<file path="config.mk">
export PLATFORM = sky130hd
export DESIGN_NAME = ras_ckpt_flat
export DESIGN_NICKNAME = d
export VERILOG_FILES = /design/src/rtl/ras_ckpt_if.sv /design/src/rtl/ras_ckpt.sv /design/src/flat_wrapper.sv
export SDC_FILE = /design/constraint.sdc
export NUM_CORES = 1
export LEC_CHECK = 0
export BUFFER_PORTS_ARGS = -buffer_cell sky130_fd_sc_hd__buf_2
export CAP_MARGIN = 20
export CORE_UTILIZATION = 55
export CTS_BUF_LIST = sky130_fd_sc_hd__clkbuf_8
export CTS_CLUSTER_DIAMETER = 150
export DETAILED_ROUTE_END_ITERATION = 8
export PLACE_DENSITY = 0.69
export SYNTH_ARGS = -nofsm -noshare
export SYNTH_HDL_FRONTEND = slang
export SYNTH_SLANG_ARGS = --single-unit
</file>
<file path="constraint.sdc">
create_clock -name clk -period 6 [get_ports clk]
set_clock_uncertainty 0.05 [all_clocks]
set_input_delay 0.3 -clock clk [delete_from_list [all_inputs] [get_ports clk]]
set_output_delay 0.3 -clock clk [all_outputs]
set_load 0.02 [all_outputs]
</file>
<file path="src/rtl/ras_ckpt_if.sv">
// -----------------------------------------------------------------------------
// ras_ckpt_if
//   Bundle between the fetch-stage predictor and the return-address stack.
//
//   Strobe semantics (there is no valid/ready pair): push, pop, ckpt_save and
//   ckpt_restore are single-cycle commands sampled on the rising clock edge.
//   The stack always accepts them and never back-pressures. A command that
//   cannot take effect (for example, a pop on an empty stack) is reported
//   through the overflow/underflow pulses.
//
//   master : predictor side. Drives commands and observes the stack status.
//   slave  : stack side (ras_ckpt).
//
//   Signals
//     push / push_addr            call: push return address
//     pop                         return: pop top entry
//     ckpt_save / ckpt_save_id    snapshot the stack top into a slot
//     ckpt_restore / _id          repair the stack from a slot
//     ret_addr                    predicted return address (entry at the top)
//     ret_valid / empty / full    occupancy status
//     overflow / underflow        registered one-cycle event pulses
//     dbg_count                   current occupancy, for observability
// -----------------------------------------------------------------------------
interface ras_ckpt_if #(
   parameter int PC_WIDTH = 32,
   parameter int ASIZE    = 3,
   parameter int CW       = 2
);
   logic                push;
   logic [PC_WIDTH-1:0] push_addr;
   logic                pop;
   logic                ckpt_save;
   logic [CW-1:0]       ckpt_save_id;
   logic                ckpt_restore;
   logic [CW-1:0]       ckpt_restore_id;
   logic [PC_WIDTH-1:0] ret_addr;
   logic                ret_valid;
   logic                empty;
   logic                full;
   logic                overflow;
   logic                underflow;
   logic [ASIZE:0]      dbg_count;

   modport master (
      output push, push_addr, pop,
      output ckpt_save, ckpt_save_id, ckpt_restore, ckpt_restore_id,
      input  ret_addr, ret_valid, empty, full, overflow, underflow, dbg_count
   );

   modport slave (
      input  push, push_addr, pop,
      input  ckpt_save, ckpt_save_id, ckpt_restore, ckpt_restore_id,
      output ret_addr, ret_valid, empty, full, overflow, underflow, dbg_count
   );
endinterface

</file>
<file path="src/rtl/ras_ckpt.sv">
// -----------------------------------------------------------------------------
// ras_ckpt
//   Return-address stack for the fetch-stage predictor, with checkpoint and
//   repair support.
//   - A call pushes a return address. A return pops one. A call and a return
//     in the same cycle replace the top entry.
//   - When the stack is full, a push either overwrites the oldest entry
//     (OVERWRITE=1) or is dropped (OVERWRITE=0). Both cases raise overflow.
//   - NCKPT slots each hold {tosp, count, top entry}. On a branch mispredict,
//     a slot can restore the stack top.
//
//   Ports
//     clk    rising-edge clock
//     rst_b  asynchronous active-low reset
//     ras    ras_ckpt_if.slave (commands in, status out)
// -----------------------------------------------------------------------------
module ras_ckpt #(
   parameter int PC_WIDTH  = 32,
   parameter int ASIZE     = 3,
   parameter int NCKPT     = 4,
   parameter bit OVERWRITE = 1'b1
) (
   input  logic       clk,
   input  logic       rst_b,
   ras_ckpt_if.slave  ras
);
   localparam int DEPTH = 1 << ASIZE;
   localparam int CW    = $clog2(NCKPT);
   localparam logic [ASIZE:0] COUNT_FULL = (ASIZE+1)'(DEPTH);

   logic [PC_WIDTH-1:0] stack_q [DEPTH];
   logic [PC_WIDTH-1:0] stack_d [DEPTH];
   logic [ASIZE-1:0]    tosp_q, tosp_d;
   logic [ASIZE:0]      count_q, count_d;
   logic                overflow_q, overflow_d;
   logic                underflow_q, underflow_d;

   logic [ASIZE-1:0]    slot_tosp_q  [NCKPT];
   logic [ASIZE-1:0]    slot_tosp_d  [NCKPT];
   logic [ASIZE:0]      slot_count_q [NCKPT];
   logic [ASIZE:0]      slot_count_d [NCKPT];
   logic [PC_WIDTH-1:0] slot_top_q   [NCKPT];
   logic [PC_WIDTH-1:0] slot_top_d   [NCKPT];

   logic                is_empty;
   logic                is_full;
   logic [ASIZE-1:0]    tosp_inc;
   logic [ASIZE-1:0]    rid_tosp;

   assign is_empty = (count_q == '0);
   assign is_full  = (count_q == COUNT_FULL);
   // The pointer width equals log2(DEPTH), so +1 and -1 wrap modulo DEPTH.
   assign tosp_inc = tosp_q + ASIZE'(1);
   assign rid_tosp = slot_tosp_q[ras.ckpt_restore_id];

   always_comb begin
      stack_d      = stack_q;
      tosp_d       = tosp_q;
      count_d      = count_q;
      slot_tosp_d  = slot_tosp_q;
      slot_count_d = slot_count_q;
      slot_top_d   = slot_top_q;
      overflow_d   = 1'b0;
      underflow_d  = 1'b0;

      if (ras.ckpt_restore) begin
         // Repair takes priority. The push, pop and save of this cycle are discarded.
         // Only the top entry is rewritten. Deeper entries clobbered since
         // the save stay as they are.
         tosp_d            = rid_tosp;
         count_d           = slot_count_q[ras.ckpt_restore_id];
         stack_d[rid_tosp] = slot_top_q[ras.ckpt_restore_id];
      end else begin
         // The snapshot uses the pre-edge state, so this cycle's push or pop is not included.
         if (ras.ckpt_save) begin
            slot_tosp_d[ras.ckpt_save_id]  = tosp_q;
            slot_count_d[ras.ckpt_save_id] = count_q;
            slot_top_d[ras.ckpt_save_id]   = stack_q[tosp_q];
         end

         if (ras.push && ras.pop && !is_empty) begin
            // Call-through-return: replace the top entry in place.
            stack_d[tosp_q] = ras.push_addr;
         end else if (ras.push) begin
            // A plain push. A push+pop on an empty stack also takes this path.
            if (!is_full) begin
               stack_d[tosp_inc] = ras.push_addr;
               tosp_d            = tosp_inc;
               count_d           = count_q + (ASIZE+1)'(1);
            end else begin
               overflow_d = 1'b1;
               if (OVERWRITE) begin
                  // The write lands on the oldest slot. Count stays at DEPTH.
                  stack_d[tosp_inc] = ras.push_addr;
                  tosp_d            = tosp_inc;
               end
            end
         end else if (ras.pop) begin
            if (!is_empty) begin
               tosp_d  = tosp_q - ASIZE'(1);
               count_d = count_q - (ASIZE+1)'(1);
            end else begin
               underflow_d = 1'b1;
            end
         end
      end
   end

   always_ff @(posedge clk or negedge rst_b) begin
      if (!rst_b) begin
         for (int i = 0; i < DEPTH; i++) stack_q[i] <= '0;
         for (int k = 0; k < NCKPT; k++) begin
            slot_tosp_q[k]  <= '1;
            slot_count_q[k] <= '0;
            slot_top_q[k]   <= '0;
         end
         tosp_q      <= '1;
         count_q     <= '0;
         overflow_q  <= 1'b0;
         underflow_q <= 1'b0;
      end else begin
         stack_q      <= stack_d;
         slot_tosp_q  <= slot_tosp_d;
         slot_count_q <= slot_count_d;
         slot_top_q   <= slot_top_d;
         tosp_q       <= tosp_d;
         count_q      <= count_d;
         overflow_q   <= overflow_d;
         underflow_q  <= underflow_d;
      end
   end

   assign ras.ret_addr  = stack_q[tosp_q];
   assign ras.ret_valid = !is_empty;
   assign ras.empty     = is_empty;
   assign ras.full      = is_full;
   assign ras.overflow  = overflow_q;
   assign ras.underflow = underflow_q;
   assign ras.dbg_count = count_q;

   // Keeps the declared slot-id width tied to NCKPT.
   logic [CW-1:0] unused_cw;
   assign unused_cw = ras.ckpt_save_id ^ ras.ckpt_restore_id;
   logic unused_ok;
   assign unused_ok = ^unused_cw;
endmodule

</file>
<file path="src/flat_wrapper.sv">
// flat-port wrapper written by rule: the top's interface ports become plain ports
module ras_ckpt_flat 
#(
   parameter int PC_WIDTH  = 32,
   parameter int ASIZE     = 3,
   parameter int NCKPT     = 4,
   parameter bit OVERWRITE = 1'b1
)
  (clk, rst_b, ras_push, ras_push_addr, ras_pop, ras_ckpt_save, ras_ckpt_save_id, ras_ckpt_restore, ras_ckpt_restore_id, ras_ret_addr, ras_ret_valid, ras_empty, ras_full, ras_overflow, ras_underflow, ras_dbg_count);
  ras_ckpt_if #(.PC_WIDTH(PC_WIDTH), .ASIZE(ASIZE), .CW((2))) ras_i ();
  input  logic clk;
  input  logic rst_b;
  input wire logic [$bits(ras_i.push)-1:0] ras_push;
  input wire logic [$bits(ras_i.push_addr)-1:0] ras_push_addr;
  input wire logic [$bits(ras_i.pop)-1:0] ras_pop;
  input wire logic [$bits(ras_i.ckpt_save)-1:0] ras_ckpt_save;
  input wire logic [$bits(ras_i.ckpt_save_id)-1:0] ras_ckpt_save_id;
  input wire logic [$bits(ras_i.ckpt_restore)-1:0] ras_ckpt_restore;
  input wire logic [$bits(ras_i.ckpt_restore_id)-1:0] ras_ckpt_restore_id;
  output wire logic [$bits(ras_i.ret_addr)-1:0] ras_ret_addr;
  output wire logic [$bits(ras_i.ret_valid)-1:0] ras_ret_valid;
  output wire logic [$bits(ras_i.empty)-1:0] ras_empty;
  output wire logic [$bits(ras_i.full)-1:0] ras_full;
  output wire logic [$bits(ras_i.overflow)-1:0] ras_overflow;
  output wire logic [$bits(ras_i.underflow)-1:0] ras_underflow;
  output wire logic [$bits(ras_i.dbg_count)-1:0] ras_dbg_count;
  assign ras_i.push = ras_push;
  assign ras_i.push_addr = ras_push_addr;
  assign ras_i.pop = ras_pop;
  assign ras_i.ckpt_save = ras_ckpt_save;
  assign ras_i.ckpt_save_id = ras_ckpt_save_id;
  assign ras_i.ckpt_restore = ras_ckpt_restore;
  assign ras_i.ckpt_restore_id = ras_ckpt_restore_id;
  assign ras_ret_addr = ras_i.ret_addr;
  assign ras_ret_valid = ras_i.ret_valid;
  assign ras_empty = ras_i.empty;
  assign ras_full = ras_i.full;
  assign ras_overflow = ras_i.overflow;
  assign ras_underflow = ras_i.underflow;
  assign ras_dbg_count = ras_i.dbg_count;
  ras_ckpt #(.PC_WIDTH(PC_WIDTH), .ASIZE(ASIZE), .NCKPT(NCKPT), .OVERWRITE(OVERWRITE)) u_core (.clk(clk), .rst_b(rst_b), .ras(ras_i));
endmodule
</file>
==> results of run 1 <==
flip-flops by register name, indices dropped and copies added, names as in the netlist:
register and cells:
u_core.stack_q 256, u_core.slot_tosp_q 12, u_core.slot_count_q 16, u_core.tosp_q 3, u_core.ras.overflow 1, u_core.ras.dbg_count 4, u_core.ras.underflow 1, u_core.slot_top_q 128
per-layer routing:
metal  part of all wire (%)  wire length (µm)
met1                     42             25070
met2                     46             27340
met3                    7.6              4477
met4                    3.7              2170
met5                      0                 0
logic make-up after synthesis:
| family | count (synthesis) | synth area share [%] |
|---|---|---|
| and+or+nand+nor | 356 | 7.350 |
| buffers and inverters | 219 | 5.005 |
| adders and majority gates | 5 | 0.3385 |
| xor gates and xnor gates | 6 | 0.2901 |
| AOI/OAI and AO/OA | 565 | 19.63 |
| DFF | 421 | 50.99 |
| muxes | 236 | 16.40 |
metrics by stage:
| stage | setup slack [ns] | total power [µW] |
|---|---|---|
| final | 1.739 | 13500 |
| after detailed placement | 2.069 | 10890 |
| after global routing | 1.463 | 14280 |
| after floorplan | 3.049 | 9140 |
| after CTS | 1.707 | 13470 |
| after global placement | 2.118 | 10680 |
layout by cell type, fill, tap and decap left out, types with 6 or more instances in the layout:
master         Yosys  routed
a21oi_1          102     102
a22o_1            42      42
a22oi_1           16      16
o22a_1             6       6
a221oi_1          30      30
dlygate4sd3_1      0      15
a2bb2oi_1         62      62
o21ai_1           30      30
mux2i_1           59      59
nand3_1            9       9
buf_4              9      36
dfrtp_1          406     406
and2_1             8       8
mux2_2            54      54
mux2_1            30      30
a221o_1            7       7
mux4_2            62      62
inv_1             70      94
o221a_1           58      58
buf_2             32      80
clkbuf_8           0      91
nor3_1             8       8
nor2_1           118     115
o22ai_1           11      11
mux2_4            29      29
o21ai_0          136     136
nand2_1          175     175
a21o_1            35      35
dfstp_2           15      15
Yosys cell counts, types with 32 or more instances:
cell | number | area share [%]
dfrtp_1 | 406 | 49
a21o_1 | 35 | 1.3
o21ai_0 | 136 | 3.3
buf_2 | 32 | 0.77
mux2i_1 | 59 | 2.9
clkbuf_1 | 72 | 1.3
a21oi_1 | 102 | 2.5
inv_1 | 70 | 1.3
a22o_1 | 42 | 1.8
nor2_1 | 118 | 2.1
a2bb2oi_1 | 62 | 2.6
o221a_1 | 58 | 3.2
mux4_2 | 62 | 6.7
mux2_2 | 54 | 2.9
nand2_1 | 175 | 3.2
power by group:
part	internal, µW	switching, µW	leakage (µW)
registers	4270	848	0.00496
clock network	1400	1160	0.000817
logic	2560	3270	0.00438
worst paths after layout:
check | from | slack [ns] | to | cells past startpoint
worst max-delay path | u_core.tosp_q[1]$_DFFE_PN1P_ | 1.74 | ras_ret_addr[9] | 8
worst min-delay path | ras_push_addr[20] | 0.03 | u_core.stack_q[148]$_DFFE_PN0P_ | 2
worst max register to register | u_core.tosp_q[0]$_DFFE_PN1P_ | 2.04 | u_core.stack_q[31]$_DFFE_PN0P_ | 7
worst min register to register | u_core.stack_q[0]$_DFFE_PN0P_ | 0.43 | u_core.stack_q[0]$_DFFE_PN0P_ | 1
max in group asynchronous | rst_b | 4.26 | u_core.slot_count_q[10]$_DFFE_PN0P_ | 3
min in group asynchronous | rst_b | 0.21 | u_core.slot_top_q[100]$_DFFE_PN0P_ | 2
area by class of cell:
type | instances | area [µm²]
Fill cell | 2965 | 13850
Sequential cell | 421 | 10550
Multi-Input combinational cell | 1168 | 9211
Clock buffer | 91 | 1252
Timing Repair Buffer | 135 | 895.9
Tap cell | 468 | 585.6
Inverter | 72 | 282.8
Clock inverter | 30 | 152.6
repair_timing:
action,in CTS,in global routing
setup endpoints to repair,0,0
endpoints found under the hold margin,106,0
hold buffers,15,0
==> results by stage, run 1 <==
Final layout:
- Summing all non-filler instances in the final layout gives an area of 22930 µm².
- The number of cells in the finished layout apart from fillers is 2385.
- The net count of the finished layout is 1915.
- From synthesis to final layout, the design area changed by 10.80%.
- Cells fill 62.35% of the core in the end.
- The number of inserted diodes is 0.
- The fraction of final layout cells sized beyond drive strength 1 is 21.44%.

Global routing:
- The number of antenna violations at the first check in global routing is 0.
- The via count of the first global-routing pass is 15.97k.
- For met1 alone, demand over resource in global routing was 43.26%.
- The first global-routing pass estimated 92830 µm of wire.
- Global routing consumed, over all layers together, 31.69% of the routing resources.
- Summed over all layers, the global routing overflow is 0.
- The maximum number of pins on one net before global-route repair is 180.
- met2 is the most crowded layer.
- For met3 alone, demand over resource in global routing was 5.948%.
- Global routing consumed, on the met2 layer, 49.69% of the routing resources.

Yosys:
- The mean instance size in the synthesized netlist is 11.45 µm².
- Yosys printed 0 warnings.
- The most used flip-flop cell after synthesis is dfrtp_1.
- The synthesized instance count is 1808.
- The synthesized design contains 421 register bits.
- The cell area after synthesis is 20700 µm².
- The number of nets handed over by synthesis was 1855.
- The count of distinct cell types in the synthesized netlist is 76.
- Counting flops with a built-in enable in the synthesized netlist gives 0.
- Summing the sequential cell areas from Yosys gives 50.99% of the chip area.
- The post-synthesis async set-or-reset flop share is 100.0%.

STA:
- The final number of max-transition violations is 0.
- Setup violations remaining at the end of the flow were counted as 0.
- The slew at the pin closest to its max-slew limit is 1.178 ns.
- The number of hold-slack violations in the final timing report is 0.
- The relative slew slack is 21.26%.
- Hold is met by 0.03230 ns.
- The final critical path takes up 71.02% of the cycle.
- Setup total negative slack on the finished layout was measured at 0 ns.
- The worst path in the final design needs a cycle of 4.261 ns, including I/O delays and setup.
- Based on the critical path, the design can be clocked at up to 234.7 MHz.
- Setup repair after global routing left no endpoint under its margin.

Place:
- Summed over all nets, the half-perimeter wirelength after detailed placement is 34430 µm.
- The placer congestion estimate is 0.8281.
- The number of placed cells counting well taps is 2248.
- Input and output buffers added on the ports amount to 82.
- The total cell area at the placement stage is 21360 µm².

Clock tree:
- The TritonCTS clock tree is built.
- The number of buffers inserted during clock tree synthesis is 70.
- Clock-pin slew was measured on the worst setup and hold paths at 0.06 ns.
- The number of gates resized after CTS was 0.
- The clock passes through at most 3 buffers.
- CTS built an H-tree with a depth of 3.
- The number of sinks handled by clock tree synthesis is 421.
- The total setup buffers inserted after CTS is 0.
- The worst-skew pair later-pin latency is 0.63 ns.
- The root cell of the clock tree is clkbuf_8.

Pwr:
- In this run the power density over the cells is 588.7 nW/µm².
- The leakage power is 0.01016 µW.
- VDD sags by at most 0.0002972 V.

Critical path:
- Grouping stages by cell kind, the critical path spends the most delay in buffers and inverters.
- The maximum fanout encountered on the critical timing path is 46.
- The delay contributed by the slowest stage of the critical path is 0.76 ns.
- The most frequent cell on the critical path is buf_4.
- The cell type of the slowest stage on the worst timing path is dfstp_2.
- STA puts the critical path data arrival time at 3.91 ns.
- Counting both buffers and inverters, the worst setup path holds a total of 4.
- The critical path class is reg2out.
- STA classifies the critical path startpoint as a register.
- The worst path required time is 5.65 ns.
- The signal on the critical path passes through buf_4 -> nor2_1 -> buf_4 -> a22oi_1 -> o22ai_1 -> a221oi_1 -> inv_1 -> buf_2.
- The capturing element type of the critical path is a primary output.

Routing:
- The number of detailed-route iterations in the first pass is 6.
- The number of vias in the routed layout is 15.53k.
- The first-iteration detailed-routing DRC count is 1644.
- The wire length per cell is 24.76 µm.
- The detail route stage leaves a number of antenna-violating nets equal to 0.
- The average vias per placed instance is 6.509.
- Wires add up to 59060 µm.
- After detailed routing, the number of remaining DRC violations is 0.

Floorplanning:
- The die boundary width is 196 µm.
- The number of cell rows is 70.
- The floorplan die area is 38420 µm².
- The die is 196 µm tall.
- The floorplan step defined a core boundary enclosing 36790 µm².
- Once the floorplan was initialized, standard cells occupied 56.27% of the core.
- The count of pins on the block boundary is 83.

Outcome:
- The flow ran to the end, and the final reports show no timing, DRC or antenna violations.

Hold path:
- The class of the worst hold path is in2reg.

Run:
- The tool flagged a number of max-cap violations equal to 0.
Note: power is estimated with default switching activity, not from simulation.
==> run 2: changes to the inputs <==
- clock period: 6 -> 4.4 ns (I/O delays scaled with it)
==> run 2 against run 1 <==
Effect of this change:
- design area rose by 1.7%
- register-to-register slack got worse by 0.99 ns
- sequential share of layout area fell by 0.75 points
- routed wire length rose by 2.2%
- worst setup slack got worse by 1.4 ns
==> results by stage, run 2 (synthesized netlist as in run 1, its figures left out) <==
Outcome:
- The flow ran to the end, and the final reports show no timing, DRC or antenna violations.

STA:
- Setup repair after global routing left no endpoint under its margin.
- The shortest clock period the worst path allows after layout is 4.018 ns.
- The tightest hold margin is 0.04414 ns.
- The final number of max-transition violations is 0.
- The setup-violating endpoint count in the final report is 0.
- For this run, the top clock speed supported by timing is 248.9 MHz.
- The number of hold-slack violations in the final timing report is 0.
- Setup total negative slack on the finished layout was measured at 0 ns.
- Measured against its own limit, the worst slew margin works out to 21.92%.
- In the finished design, the share of the clock period the worst path needs comes to 91.31%.
- The slew at the pin closest to its max-slew limit is 1.167 ns.

Clock tree:
- CTS saw 421 sinks.
- The tree is rooted in a clkbuf_8.
- The clock transition time at the flip-flop clock pins of the worst setup and hold paths is 0.07 ns.
- TritonCTS built the clock tree.
- The maximum buffer depth of the clock tree is 3.
- The number of setup buffers added after CTS is 0.
- The worst-skew pair later-pin latency is 0.66 ns.
- The H-tree level count is 3.
- The number of buffers inserted during clock tree synthesis is 70.

Place:
- At the end of routability-driven placement, the weighted congestion stood at 0.8574.
- The placed instances occupy a cell area of 21540 µm².
- Once detailed placement completed, the half-perimeter wirelength came to 35460 µm.
- Port buffering added 82 buffers.

Critical path:
- The cell family contributing the most delay on the critical path is compound AO/OA/AOI/OAI gates.
- On the worst path, the slowest cell contributes a delay of 0.93 ns.
- The endpoint arrival time on the critical path is 3.75 ns.
- The critical path goes through buf_4 -> nor2_1 -> a221o_1 -> a222oi_1 -> inv_1 -> buf_2.
- The worst setup path is captured at a primary output.
- The slowest stage of the critical path is the dfstp_2 cell.
- STA classifies the critical path startpoint as a register.
- The worst path buffer plus inverter count is 3.
- In this run the worst path has a maximum fanout of 18.
- The critical path class is reg2out.
- The worst path required time is 4.13 ns.

Floorplanning:
- The initial utilization of the core area, before any placement, comes to 56.27%.
- The core footprint is 36790 µm².
- The number of cell rows is 70.
- The count of pins on the block boundary is 83.
- The die height is 196 µm.
- The die boundary width is 196 µm.
- The floorplan die area is 38420 µm².

Global routing:
- The number of antenna violations at the first check in global routing is 0.
- For this run, the total global-route usage over all layers was measured as 32.37%.
- The maximum number of pins on one net before global-route repair is 103.
- The sum of overflow across all layers after global routing is 0.
- The via count of the first global-routing pass is 16.41k.
- The first global-routing pass estimated 94990 µm of wire.

Final layout:
- In the final layout, the registers with the most flip-flops are u_core.stack_q: 256 flops, u_core.slot_top_q: 128 flops, u_core.slot_count_q: 16 flops.
- Counting flops per register, the top entry is u_core.stack_q.
- The repair_antennas step left the layout with diodes totalling 0.
- In the layout the commonest cells are dfrtp_1 (406), nand2_1 (175), o21ai_0 (136).
- The area growth from synthesis to layout is 12.64%.
- The net count of the finished layout is 1945.
- The most common cell after layout, fill and taps aside is dfrtp_1.
- The register with the most flip-flops in the layout has 256 of them.
- With fillers left out, the area of the finished cells amounts to 23320 µm².
- Once layout is complete, the utilization of the core stands at 63.38%.
- The post-route netlist has 21.93% of its cells at a drive strength greater than 1.

Routing:
- The count of nets left with antenna violations after detail routing is 0.
- The routed wire length is 60390 µm.
- The number of vias in the routed layout is 15.73k.
- In the final routed layout, each cell accounts on average for 24.95 µm.
- Before antenna repair, the detailed router went through 5 iterations.
- The average vias per placed instance is 6.501.
- The detailed-route DRC error count is 0.
- For this block, the initial DRC count from the detailed router was 1223.

Pwr:
- The leakage power is 0.01033 µW.
- The power per cell area is 798.4 nW/µm².
- Registers are responsible for 37.6% of the overall power.
- The internal power of the cells totals 11290 µW.
- The worst-case IR drop observed on VDD is 0.0004231 V.
- The portion of total power attributed to combinational logic is 43.2%.
- Of the total power, the clock network draws 19.1%.
- In this run the power spent charging and discharging nets is 7325 µW.
- Summing internal, switching and leakage power gives 18620 µW.
- Net switching is 39.35% of the power.

Run:
- The max-capacitance violation count is 0.

Hold path:
- The path class of the tightest hold or removal check is in2reg.
-- run 2: stage by stage --
| stage | worst slack (ns) | cells |
|---|---|---|
| 2_1_floorplan | 1.449 | 1808 |
| 3_3_place_gp | 1.140 | 2259 |
| 3_5_place_dp | 1.091 | 2260 |
| 4_1_cts | 0.4462 | 2420 |
| 5_1_grt | 0.2996 | 2420 |
| 6_report | 0.3822 | 2420 |
-- run 2: what timing repair did --
| action | CTS | global route |
|---|---|---|
| gates resized for setup | 0 | 0 |
| hold buffers | 34 | 0 |
| endpoints found under the setup margin | 0 | 0 |
| endpoints found under the hold margin | 287 | 0 |
-- run 2: tightest hold or removal path, delay by kind of cell --
kind                   cells  cell delay, ns
AO/OA/AOI/OAI              2            0.23
buffers and inverters      1            0.23
-- run 2: routing by layer --
layer	track usage, %	part of all wire [%]
met5	0	0
met1	43.72	41
met4	14.90	3.5
met3	6.825	8.4
met2	50.45	47
-- run 2: area by class of cell --
cell class                      count  area [µm²]
Fill cell                        2872       13470
Sequential cell                   421       10550
Multi-Input combinational cell   1168        9211
Timing Repair Buffer              165        1251
Clock buffer                       89        1225
Tap cell                          468       585.6
Inverter                           72       282.8
Clock inverter                     37       206.4
-- run 2: power by group through the flow --
stage	clock network (µW)	logic [µW]	registers, µW
CTS	3620	8000	6960
global placement	0	7730	6910
floorplan	0	5920	6550
global route	3790	8680	7190
finish	3560	8050	7010
detailed placement	0	7960	6990
-- run 2: final timing paths --
check / startpoint / end / slack [ns] / depth (start not counted)
setup / recovery: u_core.tosp_q[2]$_DFFE_PN1P_ / ras_ret_addr[29] / 0.38 / 6
hold / removal: ras_push / u_core.ras.dbg_count[2]$_DFFE_PN0P_ / 0.04 / 3
setup reg to reg: u_core.tosp_q[0]$_DFFE_PN1P_ / u_core.stack_q[148]$_DFFE_PN0P_ / 1.05 / 8
hold reg to reg: u_core.stack_q[24]$_DFFE_PN0P_ / u_core.stack_q[24]$_DFFE_PN0P_ / 0.42 / 1
max in group asynchronous: rst_b / u_core.slot_top_q[114]$_DFFE_PN0P_ / 3.05 / 3
min in group asynchronous: rst_b / u_core.stack_q[132]$_DFFE_PN0P_ / 0.20 / 2
